[config.mk]
export PLATFORM = sky130hd
export DESIGN_NAME = div_stage
export DESIGN_NICKNAME = d
export VERILOG_FILES = /design/src/rtl/div_stage.sv
export SDC_FILE = /design/constraint.sdc
export NUM_CORES = 1
export LEC_CHECK = 0
export CORE_ASPECT_RATIO = 1.4
export CORE_MARGIN = 4
export CORE_UTILIZATION = 45
export CTS_BUF_LIST = sky130_fd_sc_hd__clkbuf_4
export CTS_CLUSTER_DIAMETER = 60
export DETAILED_ROUTE_END_ITERATION = 10
export PLACE_DENSITY = 0.77
export REMOVE_ABC_BUFFERS = 1
export SKIP_LAST_GASP = 1
export SLEW_MARGIN = 20
export SYNTH_ARGS = -nofsm -noshare
export SYNTH_HDL_FRONTEND = slang
export SYNTH_SLANG_ARGS = --single-unit
export TNS_END_PERCENT = 1
[constraint.sdc]
create_clock -name clk -period 14.2 [get_ports clk]
set_input_delay 2.84 -clock clk [delete_from_list [all_inputs] [get_ports clk]]
set_output_delay 2.84 -clock clk [all_outputs]
set_load 0.05 [all_outputs]
[src/rtl/div_stage.sv]
// div_stage: multi-cycle radix-2 restoring divider for MIPS DIV/DIVU behind a valid/allow handshake.
// Optional build macro DIV_ZERO_FAST_EN: divide-by-zero skips iteration and raises div_by_zero.
module div_stage #(
  parameter int unsigned WIDTH = 32
) (
  input  logic             clk,
  input  logic             reset,
  input  logic             flush,
  input  logic             valid_in,
  output logic             allow_in,
  input  logic             in_signed,
  input  logic [WIDTH-1:0] in_dividend,
  input  logic [WIDTH-1:0] in_divisor,
  output logic             valid_out,
  input  logic             allow_out,
  output logic [WIDTH-1:0] quotient,
  output logic [WIDTH-1:0] remainder,
`ifdef DIV_ZERO_FAST_EN
  output logic             div_by_zero,
`endif
  output logic             busy
);

  localparam int unsigned CntW = (WIDTH > 2) ? $clog2(WIDTH) : 1;

  typedef enum logic [1:0] {
    StIdle,
    StCalc,
    StDone
  } state_e;

  state_e           state_q;
  logic [CntW-1:0]  cnt_q;
  logic [WIDTH-1:0] dvd_q;    // dividend magnitude, shifted out MSB-first; collects quotient bits
  logic [WIDTH-1:0] dvs_q;
  logic [WIDTH-1:0] rem_q;
  logic [WIDTH-1:0] quo_q;
  logic [WIDTH-1:0] rmd_q;
  logic             q_neg_q;
  logic             r_neg_q;
`ifdef DIV_ZERO_FAST_EN
  logic             dbz_q;
`endif

  logic             accept;
  logic             dvd_neg;
  logic             dvs_neg;
  logic             dvs_zero;
  logic [WIDTH-1:0] dvd_load;
  logic [WIDTH-1:0] dvs_load;
  logic [WIDTH:0]   shifted;
  logic             fits;
  logic [WIDTH-1:0] rem_nxt;
  logic [WIDTH-1:0] quo_nxt;
  logic [WIDTH-1:0] quo_fix;
  logic [WIDTH-1:0] rem_fix;

  always_comb begin
    allow_in = flush | (state_q == StIdle) | ((state_q == StDone) & allow_out);
    accept   = valid_in & allow_in & ~flush;

    dvd_neg  = in_signed & in_dividend[WIDTH-1];
    dvs_neg  = in_signed & in_divisor[WIDTH-1];
    dvs_zero = (in_divisor == '0);
    // A zero divisor keeps the raw dividend so the remainder comes out unmodified.
    dvd_load = (dvd_neg & ~dvs_zero) ? (~in_dividend + 1'b1) : in_dividend;
    dvs_load = dvs_neg ? (~in_divisor + 1'b1) : in_divisor;

    shifted  = {rem_q, dvd_q[WIDTH-1]};
    fits     = (shifted >= {1'b0, dvs_q});
    // When the trial fits the result is below the divisor, so WIDTH bits suffice.
    rem_nxt  = fits ? (shifted[WIDTH-1:0] - dvs_q) : shifted[WIDTH-1:0];
    quo_nxt  = {dvd_q[WIDTH-2:0], fits};
    quo_fix  = q_neg_q ? (~quo_nxt + 1'b1) : quo_nxt;
    rem_fix  = r_neg_q ? (~rem_nxt + 1'b1) : rem_nxt;
  end

  always_ff @(posedge clk) begin
    if (reset) begin
      state_q <= StIdle;
      cnt_q   <= '0;
      dvd_q   <= '0;
      dvs_q   <= '0;
      rem_q   <= '0;
      quo_q   <= '0;
      rmd_q   <= '0;
      q_neg_q <= 1'b0;
      r_neg_q <= 1'b0;
`ifdef DIV_ZERO_FAST_EN
      dbz_q   <= 1'b0;
`endif
    end else if (flush) begin
      state_q <= StIdle;
      cnt_q   <= '0;
    end else if (accept) begin
      dvd_q   <= dvd_load;
      dvs_q   <= dvs_load;
      rem_q   <= '0;
      q_neg_q <= ~dvs_zero & (dvd_neg ^ dvs_neg);
      r_neg_q <= ~dvs_zero & dvd_neg;
      cnt_q   <= CntW'(WIDTH - 1);
      state_q <= StCalc;
`ifdef DIV_ZERO_FAST_EN
      dbz_q   <= dvs_zero;
      if (dvs_zero) begin
        state_q <= StDone;
        cnt_q   <= '0;
        quo_q   <= '1;
        rmd_q   <= in_dividend;
      end
`endif
    end else begin
      unique case (state_q)
        StCalc: begin
          rem_q <= rem_nxt;
          dvd_q <= quo_nxt;
          cnt_q <= cnt_q - 1'b1;
          if (cnt_q == '0) begin
            state_q <= StDone;
            quo_q   <= quo_fix;
            rmd_q   <= rem_fix;
          end
        end
        StDone: begin
          if (allow_out) begin
            state_q <= StIdle;
          end
        end
        default: ;
      endcase
    end
  end

  assign valid_out   = (state_q == StDone);
  assign busy        = (state_q != StIdle);
  assign quotient    = quo_q;
  assign remainder   = rmd_q;
`ifdef DIV_ZERO_FAST_EN
  assign div_by_zero = dbz_q;
`endif

endmodule

==> flow_summary.json <==
{
  "startpoint_type": "primary input",
  "cts_hold_buffers": 0,
  "cap_viol_max_count": 0,
  "power.leakage_nw": 4.93,
  "synthTopCellsByArea": "dfxtp_1 (29%), nor2_1 (6.0%), xor2_1 (5.9%)",
  "power.total_w": 0.00117,
  "io_pins": 137,
  "worst_setup_path_end_kind": "output pin",
  "critPathCapture": "allow_in",
  "worst-r2r-cell-count": 19,
  "dieWidth_um": 144,
  "critPathArrivalTime_ns": 4.45,
  "dieArea_um2": 28500,
  "rr_startpoint": "rem_q[9]",
  "dr_wl_met3_um": 1940,
  "wl_met2_um": 17900,
  "powerDensity_nw_per_um2": 86.4,
  "die_y_um": 198,
  "ir_worst_vdd_mv": 0.0636,
  "grt_use_total_pct": 24.0,
  "fin_skew_ns": 0.0244,
  "place.gp.congestion": 0.982,
  "num_rows": 69,
  "clk_path_buf_depth": 2,
  "portBuffers": 136,
  "yosysUniqueCellTypes": 78,
  "drt-met1-wl_um": 12900,
  "hpwl_um": 25600,
  "cts_setup_buffers": 0,
  "cts_buffers": 17,
  "status": "finished clean",
  "synth_edf_count": 0,
  "coreArea_um2": 25400,
  "final_nets": 1709,
  "reg2reg_slack_ns": 8.58,
  "drc": 0,
  "start_util_pct": 45.8,
  "synth_area_um2": 11600,
  "antenna_found_initial": 1,
  "postRouteAntennaNets": 0,
  "synthToLayoutAreaGrowth_pct": 16.1,
  "critPathMaxFanout": 6,
  "final_hold_viol_count": 0,
  "dpl_cell_area_um2": 13100,
  "period_minus_slack_ns": 7.29,
  "drt-vias-per-instance": 6.09,
  "wl_per_cell_um": 18.0,
  "grt_max_degree": 99,
  "syn_area_per_cell_um2": 7.60,
  "syn-instance-count": 1529,
  "ys_async_sr_fraction_pct": 0,
  "cts_tree": "built",
  "drt_pass1_iterations": 6,
  "yosysWarnings": 0,
  "drv_slew": 0,
  "routed-via-count": 11800,
  "synth-main-ff-cell": "dfxtp_1",
  "clk_latency_ns": 0.61,
  "reg2reg_to": "remainder[28]",
  "wl_um": 34700,
  "worstSetupStartpoint": "flush",
  "multiInputGateArea_um2": 7660,
  "synth.most_common_cell": "nor2_1",
  "grt_overflow_total": 0,
  "path_class": "primary input to output pin",
  "cts_max_level": 4,
  "nFillCells": 2472,
  "drt_iter0_drc": 769,
  "hp-class": "flip-flop to flip-flop",
  "cts_root_buf": "clkbuf_4",
  "setup_viol": 0,
  "routed.top_layer": "met4",
  "fin_tns_setup_ns": 0,
  "grt_pass1_wl_um": 55700,
  "synth_top_area_share_pct": 29.1,
  "fmax_ghz": 0.137,
  "drive_above_1_share_pct": 4.16,
  "utilization_pct": 53.2,
  "finalInstanceArea_um2": 13500,
  "seqCellArea_um2": 3380,
  "ys_seq_area_share_pct": 29.1,
  "cts.repair.resized": 0,
  "cts.clk_slew.worst_paths_ns": 0.14,
  "finalCritPeriodShare_pct": 51.3,
  "relSlewSlack_pct": 36.7,
  "worst_pin_slew_ns": 0.949,
  "synth_seq_cells": 169,
  "clkSinkCount": 169,
  "netlist_top_cells_count": "nor2_1 (186), dfxtp_1 (169), nand2_1 (154), a21oi_1 (117), o21ai_0 (89)",
  "grt_pass1_vias": 11300,
  "yosysTopAreaCell": "dfxtp_1",
  "rsz0062_at_grt": "no",
  "worstPathRequired_ns": 11.36
}
## registers in the layout, summed over array words and instances, names as in the netlist
name       cells
rem_q         32
dvs_q         32
state_q        2
quotient      32
q_neg_q        1
r_neg_q        1
cnt_q          5
dvd_q         32
remainder     32
## placed cells by master (no fill, tap or decap), types with 17 or more instances in the layout
| master | count |
|---|---|
| mux2i_1 | 19 |
| nor3_1 | 31 |
| ha_1 | 41 |
| a22oi_1 | 17 |
| or3_1 | 23 |
| dfxtp_1 | 168 |
| nor2_1 | 184 |
| o21ai_0 | 89 |
| o41ai_1 | 18 |
| clkdlybuf4s50_1 | 135 |
| nor4_1 | 20 |
| a211oi_1 | 67 |
| xor2_1 | 78 |
| a21oi_1 | 117 |
| xnor2_1 | 54 |
| nand3_1 | 20 |
| o31ai_1 | 29 |
| nand2_1 | 154 |
| a222oi_1 | 30 |
| inv_1 | 60 |
| clkbuf_4 | 17 |
## critical path: stages
cell,delay (ns)
clkdlybuf4s50_1,0.61
a211o_1,0.18
clkdlybuf4s50_1,0.81
## routing by layer
layer	vias up	global-route usage (%)
met2	411	43.4
met4	0	13.2
met3	127	4.40
li1	5726	-
met1	5499	26.1
met5	-	0
## area by class of cell
class	instances	share of cell area, %
inverters	61	1.70
clock buffers	17	0.945
clock inverters	15	2.00
repair buffers	145	10.6
diodes	1	0.0185
multi-input cells	1203	56.7
well taps	319	2.96
flip-flops and latches	169	25.1
## cell families (layout without fill, tap and decap cells)
logic type      count (synthesis)  count (layout)  share of synthesized area, %
other cells                     0               1                             0
fa+ha+maj                      42              42                          4.59
simple gates                  544             544                          22.1
buf+inv                       157             238                          5.21
compound gates                461             461                          26.9
flops                         169             169                          29.1
xor+xnor                      132             132                          9.95
mux                            24              24                          2.12
## how the worst min path moves through the flow
stage | startpoint | cells past startpoint | slack, ns | end
after floorplan | dvs_q[18] | 2 | 0.43 | dvs_q[18]
after global placement | remainder[6] | 2 | 0.44 | remainder[6]
after detailed placement | remainder[13] | 2 | 0.44 | remainder[13]
after CTS | remainder[13] | 2 | 0.46 | remainder[13]
after global routing | remainder[13] | 2 | 0.48 | remainder[13]
final | remainder[13] | 2 | 0.46 | remainder[13]
## per-stage QoR
step | worst slack [ns] | instances | hold WS (ns)
2_1_floorplan | 6.72 | 1433 | 0.426
3_5_place_dp | 6.92 | 1897 | 0.443
3_3_place_gp | 6.93 | 1897 | 0.441
4_1_cts | 6.91 | 1929 | 0.463
6_report | 6.91 | 1930 | 0.457
5_1_grt | 6.86 | 1930 | 0.477
## where the power goes
group          leakage [nW]  internal, W  switching, W
clock network         0.208     0.000194      0.000188
registers              1.37     0.000489     0.0000137
logic                  3.35     0.000107      0.000174
total                  4.93     0.000791      0.000376
Power figures use the tool's default switching activity.
